File: config.mk
export PLATFORM = sky130hd
export DESIGN_NAME = keccak_axil_regs
export DESIGN_NICKNAME = d
export VERILOG_FILES = /design/src/rtl/keccak_axil_regs.sv
export SDC_FILE = /design/constraint.sdc
export NUM_CORES = 1
export LEC_CHECK = 0
export CAP_MARGIN = 20
export CORE_AREA = 10 10 247 249
export DETAILED_ROUTE_END_ITERATION = 12
export DIE_AREA = 0 0 257 259
export GPL_TIMING_DRIVEN = 0
export PLACE_DENSITY = 0.46
export SETUP_SLACK_MARGIN = 0.4
export SYNTH_ARGS = -nofsm -noshare
export SYNTH_HDL_FRONTEND = slang
export SYNTH_SLANG_ARGS = --single-unit
File: constraint.sdc
create_clock -name S_AXI_ACLK -period 2.24 [get_ports S_AXI_ACLK]
set_input_delay 0.336 -clock S_AXI_ACLK [delete_from_list [all_inputs] [get_ports S_AXI_ACLK]]
set_output_delay 0.336 -clock S_AXI_ACLK [all_outputs]
set_load 0.005 [all_outputs]
File: src/rtl/keccak_axil_regs.sv
// AXI4-Lite register front end for the Keccak core: CONTROL/STATUS/INPUT/COMMAND/OUTPUT map.
// Latency: AW/W accept 1 cycle after both valid, BVALID 1 cycle later; RVALID 2 cycles after ARVALID.
// Backpressure: INPUT writes stall while a pushed word waits on core_in_ready; B/R hold until ready.
module keccak_axil_regs #(
    parameter int C_S_AXI_DATA_WIDTH = 32,
    parameter int C_S_AXI_ADDR_WIDTH = 7,
    parameter int OUT_WORDS          = 16
) (
    input  logic                              S_AXI_ACLK,
    input  logic                              S_AXI_ARESETN,
    input  logic [C_S_AXI_ADDR_WIDTH-1:0]     S_AXI_AWADDR,
    input  logic [2:0]                        S_AXI_AWPROT,
    input  logic                              S_AXI_AWVALID,
    output logic                              S_AXI_AWREADY,
    input  logic [C_S_AXI_DATA_WIDTH-1:0]     S_AXI_WDATA,
    input  logic [C_S_AXI_DATA_WIDTH/8-1:0]   S_AXI_WSTRB,
    input  logic                              S_AXI_WVALID,
    output logic                              S_AXI_WREADY,
    output logic [1:0]                        S_AXI_BRESP,
    output logic                              S_AXI_BVALID,
    input  logic                              S_AXI_BREADY,
    input  logic [C_S_AXI_ADDR_WIDTH-1:0]     S_AXI_ARADDR,
    input  logic [2:0]                        S_AXI_ARPROT,
    input  logic                              S_AXI_ARVALID,
    output logic                              S_AXI_ARREADY,
    output logic [C_S_AXI_DATA_WIDTH-1:0]     S_AXI_RDATA,
    output logic [1:0]                        S_AXI_RRESP,
    output logic                              S_AXI_RVALID,
    input  logic                              S_AXI_RREADY,
    output logic                              core_rst,
    output logic [31:0]                       core_in_data,
    output logic [1:0]                        core_in_nbytes,
    output logic                              core_in_last,
    output logic                              core_in_valid,
    input  logic                              core_in_ready,
    input  logic [32*OUT_WORDS-1:0]           core_hash,
    input  logic                              core_done
);

    localparam int IW = C_S_AXI_ADDR_WIDTH - 2;
    localparam logic [IW-1:0] IDX_CONTROL = IW'(0);
    localparam logic [IW-1:0] IDX_STATUS  = IW'(1);
    localparam logic [IW-1:0] IDX_INPUT   = IW'(2);
    localparam logic [IW-1:0] IDX_COMMAND = IW'(3);
    localparam logic [1:0] RESP_OKAY   = 2'b00;
    localparam logic [1:0] RESP_SLVERR = 2'b10;

    logic [1:0]    ctrl_nbytes;
    logic          ctrl_last;
    logic [IW-1:0] wr_idx;
    logic [IW-1:0] rd_idx;
    logic          wr_mapped;
    logic          wr_stall;
    logic          wr_accept;
    logic          wr_hs;
    logic          wr_push;
    logic          wr_cmd_rst;
    logic          rd_accept;
    logic          rd_hs;
    logic [C_S_AXI_DATA_WIDTH-1:0] rd_data_next;
    logic [1:0]    rd_resp_next;

    assign wr_idx    = S_AXI_AWADDR[C_S_AXI_ADDR_WIDTH-1:2];
    assign rd_idx    = S_AXI_ARADDR[C_S_AXI_ADDR_WIDTH-1:2];
    assign wr_mapped = int'(wr_idx) < 4 + OUT_WORDS;

    // Only INPUT waits on the core; COMMAND must always get through to clear a wedged word.
    assign wr_stall  = (wr_idx == IDX_INPUT) && core_in_valid && !core_in_ready;
    assign wr_accept = S_AXI_AWVALID && S_AXI_WVALID && !S_AXI_AWREADY && !S_AXI_BVALID && !wr_stall;
    assign wr_hs     = S_AXI_AWREADY && S_AXI_WREADY && S_AXI_AWVALID && S_AXI_WVALID;
    assign wr_push   = wr_hs && (wr_idx == IDX_INPUT);
    assign wr_cmd_rst = wr_hs && (wr_idx == IDX_COMMAND) && S_AXI_WDATA[0];

    assign rd_accept = S_AXI_ARVALID && !S_AXI_ARREADY && !S_AXI_RVALID;
    assign rd_hs     = S_AXI_ARREADY && S_AXI_ARVALID;

    always_comb begin
        rd_data_next = '0;
        rd_resp_next = RESP_OKAY;
        if (rd_idx == IDX_CONTROL) begin
            rd_data_next[2:0] = {ctrl_last, ctrl_nbytes};
        end else if (rd_idx == IDX_STATUS) begin
            rd_data_next[1:0] = {core_in_valid, core_done};
        end else if (rd_idx == IDX_INPUT || rd_idx == IDX_COMMAND) begin
            rd_data_next = '0;
        end else if (int'(rd_idx) < 4 + OUT_WORDS) begin
            for (int k = 0; k < OUT_WORDS; k++) begin
                if (int'(rd_idx) == 4 + k) begin
                    rd_data_next = core_hash[32*k +: 32];
                end
            end
        end else begin
            rd_resp_next = RESP_SLVERR;
        end
    end

    always_ff @(posedge S_AXI_ACLK or negedge S_AXI_ARESETN) begin
        if (!S_AXI_ARESETN) begin
            S_AXI_AWREADY  <= 1'b0;
            S_AXI_WREADY   <= 1'b0;
            S_AXI_BVALID   <= 1'b0;
            S_AXI_BRESP    <= RESP_OKAY;
            ctrl_nbytes    <= 2'b00;
            ctrl_last      <= 1'b0;
            core_rst       <= 1'b0;
            core_in_data   <= '0;
            core_in_nbytes <= 2'b00;
            core_in_last   <= 1'b0;
            core_in_valid  <= 1'b0;
        end else begin
            S_AXI_AWREADY <= wr_accept;
            S_AXI_WREADY  <= wr_accept;
            core_rst      <= wr_cmd_rst;

            if (wr_hs) begin
                S_AXI_BVALID <= 1'b1;
                S_AXI_BRESP  <= wr_mapped ? RESP_OKAY : RESP_SLVERR;
                if (wr_idx == IDX_CONTROL && S_AXI_WSTRB[0]) begin
                    ctrl_nbytes <= S_AXI_WDATA[1:0];
                    ctrl_last   <= S_AXI_WDATA[2];
                end
            end else if (S_AXI_BVALID && S_AXI_BREADY) begin
                S_AXI_BVALID <= 1'b0;
            end

            if (wr_push) begin
                core_in_data   <= S_AXI_WDATA[31:0];
                core_in_nbytes <= ctrl_nbytes;
                core_in_last   <= ctrl_last;
            end

            if (wr_cmd_rst) begin
                core_in_valid <= 1'b0;
            end else if (wr_push) begin
                core_in_valid <= 1'b1;
            end else if (core_in_valid && core_in_ready) begin
                core_in_valid <= 1'b0;
            end
        end
    end

    always_ff @(posedge S_AXI_ACLK or negedge S_AXI_ARESETN) begin
        if (!S_AXI_ARESETN) begin
            S_AXI_ARREADY <= 1'b0;
            S_AXI_RVALID  <= 1'b0;
            S_AXI_RDATA   <= '0;
            S_AXI_RRESP   <= RESP_OKAY;
        end else begin
            S_AXI_ARREADY <= rd_accept;
            if (rd_hs) begin
                S_AXI_RVALID <= 1'b1;
                S_AXI_RDATA  <= rd_data_next;
                S_AXI_RRESP  <= rd_resp_next;
            end else if (S_AXI_RVALID && S_AXI_RREADY) begin
                S_AXI_RVALID <= 1'b0;
            end
        end
    end

    logic unused_ok;
    assign unused_ok = ^{S_AXI_AWPROT, S_AXI_ARPROT, S_AXI_AWADDR[1:0], S_AXI_ARADDR[1:0],
                         S_AXI_WSTRB[C_S_AXI_DATA_WIDTH/8-1:1]};

endmodule

==> summary.md <==
| Metric | Value |
|---|---|
| Worst slew pin tran | `around 0.88 ns` |
| Largest area contributor in the netlist | `dfrtp_1` |
| Max Fanout on Critical Path | `6` |
| Cell Rows | `between 80 and 90` |
| Met1 global-route usage | `between 20% and 30%` |
| Most used routing layer | `met2` |
| Placed insts | `~2,400` |
| Peak supply drop | `between 0.3 and 0.4 mV` |
| Die area | `~67,000 sq um` |
| RD Place Congestion | `between 0.9 and 1` |
| Critical path launch point | `S_AXI_ARADDR[3]` |
| Data required, critical path | `~2.5 ns` |
| TritonRoute pass-1 iters | `5` |
| Vias/cell | `approximately 5` |
| Crit path launch type | `input pin` |
| WS Path Type | `in2reg` |
| Register bit total from synthesis | `78` |
| Core area | `56,000 sq um` |
| H-Tree Depth | `3` |
| Root buffer cell | `clkbuf_16` |
| Final Critical Period | `between 2 and 2.5 ns` |
| Synth top area cells | `dfrtp_1 23%, mux2i_1 8.9%, mux2_2 6.4%, a21oi_1 6.3%, o21ai_0 2.8%` |
| Rel. slew slack | `around two fifths` |
| Initial Utilization | `approximately 15%` |
| Final critical-path share of the clock period | `89.4%` |
| Post-route cell area | `17,400 sq um` |
| Share of cells above drive strength 1 | `19.2%` |
| Status | `finished, final reports clean` |
| Total Routing Usage GR | `between 20% and 30%` |
| Area post-placement | `about 16,000 sq um` |
| Remaining antenna violation count | `0` |
| Critical R2R Launch | `S_AXI_ARREADY$_DFF_PN0_` |
| Post-synth top flop | `dfrtp_1` |
| Post-Route Setup TNS | `0 ns` |
| Final Setup Violations | `0` |
| Met3 usage | `7.47%` |
| Chip Width | `between 200 and 300 um` |
| Vias in the first global route | `13,278` |
| Hold_ws | `0.457 ns` |
| Fin. Hold Viols | `0` |
| Cell variety after synth | `82` |
| Final Net Count | `approximately 2,300` |
| Clk_skew | `0.0106 ns` |
| Clock Tree Buf Depth | `2` |
| Total CTS buffers | `9` |
| Worst R2R End | `S_AXI_RDATA[19]$_DFFE_PN0P_` |
| Clk sinks | `just under 80` |
| R2r setup slk | `0.55 ns` |
| Sequential fraction of the synthesis area | `between 20% and 30%` |
| Worst setup endpoint | `S_AXI_RDATA[5]$_DFFE_PN0P_` |
| EDFF count, synth | `0` |
| Most numerous cell in the Yosys netlist | `a21oi_1` |
| Top post-synthesis cells by count | `106 x a21oi_1, 78 x dfrtp_1, 75 x mux2i_1, 63 x nand2_1` |
| Critical Path AT | `between 2 and 2.5 ns` |
| Remaining DRCs | `0` |
| Share of flip-flops with an asynchronous set or reset | `100%` |
| Largest net degree at the start of global routing | `57` |
| Total power | `6150 uW` |
| Netlist Area Pre-Place | `8470 sq um` |
| Layout area overhead | `106%` |
| Highest Clock Rate | `between 0.4 and 0.5 GHz` |
| First-pass GRT wire length | `112 mm` |
| IO buf count | `between 600 and 700` |
| Final Max Tran Viols | `0` |
| RSZ-0062 raised after global routing | `true` |
| Area share of the largest cell type after synthesis | `~23%` |
| Die H | `259 um` |
| Leakage | `around 0.0065 uW` |
| Syn Area/Cell | `about 8.4 sq um` |
| DP HPWL | `around 70 mm` |
| Clk_lat worst skew | `around 0.36 ns` |
| Met2 Track Usage GR | `between 40 and 50%` |
| Worst reg-to-reg path cell count | `5` |
| Post-Syn Instances | `1,007` |
| Initial antenna violation count | `12` |
| Final cell count without fillers | `approximately 2,500` |
| DR iter-0 viols | `roughly 830` |
| Drt total wl | `~84 mm` |
| Io pins | `roughly 660` |
| Vias post-DR | `roughly 12,000` |
| CTS tree | `done` |
| Worst min-delay path class | `in2async` |
| Yosys warnings | `0` |
| Gr ovfl total | `0` |
| CP Capture Type | `flop` |
| Pwr dens | `between 300 and 400 nW/um^2` |
| Reg clk slew, reported paths | `roughly 0.070 ns` |
| Max_cap viols | `0` |
| DR WL/cell | `34.0 um` |
-- layout make-up --
type / instances / area, sq um
fill: 6057 / 38500
timing repair buffer: 679 / 6770
clock inverter: 3 / 21.3
buffer: 113 / 1020
sequential: 78 / 1950
antenna: 3 / 7.51
inverter: 10 / 45.0
tap: 756 / 946
clock buffer: 12 / 246
multi-input combinational: 807 / 6430
-- worst max-delay path: stages --
cell	delay (ns)
buf_12	0.11
buf_8	0.12
buf_12	0.14
mux2i_2	0.19
o2bb2ai_2	0.08
a222oi_1	0.77
o221a_2	0.43
o21ai_2	0.06
-- where the power goes --
| group | switching, uW | internal (uW) |
|---|---|---|
| logic | 1380 | 1710 |
| clock network | 668 | 778 |
| registers | 86.0 | 1530 |
| total | 2130 | 4020 |
-- cell usage in the layout (no fill, tap or decap), types with 10 or more instances in the layout --
cell / count
a211oi_1: 17
nand3_1: 18
buf_4: 61
clkbuf_2: 19
a21oi_1: 104
o221ai_1: 14
nor2b_1: 16
dfrtp_1: 78
a22oi_1: 23
o32ai_1: 10
o21ai_1: 26
mux2i_1: 73
buf_6: 38
a32oi_1: 12
o21ai_0: 44
clkdlybuf4s50_1: 629
a21o_1: 14
nor2_1: 37
a31oi_1: 19
mux2_2: 48
o211ai_1: 14
nand2_1: 58
a221oi_1: 15
o22ai_1: 21
nand3b_1: 16
buf_2: 11
clkbuf_16: 10
-- per-stage QoR --
step,setup WS (ns),utilization (%)
3_3_place_gp,-2.50,28.2
6_report,0.238,31.2
4_1_cts,0.326,30.8
5_1_grt,0.336,31.2
2_1_floorplan,0.480,-
3_5_place_dp,-1.51,28.3
-- registers in the layout, summed over array words and instances, names as in the netlist --
register,count
S_AXI_RDATA,32
core_in_nbytes,2
S_AXI_BVALID,1
core_in_data,32
ctrl_last,1
ctrl_nbytes,2
S_AXI_ARREADY,1
core_in_last,1
core_rst,1
S_AXI_WREADY,1
core_in_valid,1
S_AXI_RVALID,1
S_AXI_BRESP,1
S_AXI_RRESP,1
-- kinds of logic after synthesis --
logic type,share of synthesized area [%]
buffers and inverters,8.18
AND/OR/NAND/NOR,14.1
flip-flops,23.0
other,0.0443
AO/OA/AOI/OAI,36.3
multiplexers,18.3
-- per-layer routing --
| layer | wire length [um] | part of all wire [%] |
|---|---|---|
| met5 | 92 | 0.11 |
| met4 | 2350 | 2.8 |
| met3 | 6520 | 7.8 |
| met2 | 42300 | 51 |
| met1 | 32400 | 39 |
-- worst min path at each step --
stage | startpoint | end | cells past startpoint
floorplan | S_AXI_ARESETN | S_AXI_ARREADY$_DFF_PN0_ | 0
global placement | S_AXI_BVALID$_DFFE_PN0P_ | S_AXI_WREADY$_DFF_PN0_ | 1
detailed placement | S_AXI_ARESETN | S_AXI_RVALID$_DFFE_PN0P_ | 1
CTS | S_AXI_ARESETN | S_AXI_RVALID$_DFFE_PN0P_ | 2
global route | S_AXI_ARESETN | core_in_data[31]$_DFFE_PN0P_ | 2
finish | S_AXI_ARESETN | S_AXI_RVALID$_DFFE_PN0P_ | 2
-- repair_timing --
item                                    in CTS  in global routing
setup buffers                               35                  2
gates resized for setup                    213                 71
endpoints found under the setup margin      64                 65
pin swaps                                   20                 21
endpoints found under the hold margin       22                  0
hold buffers                                 1                  0
gates cloned                                 2                  0
Note: power is estimated with default switching activity, not from simulation.
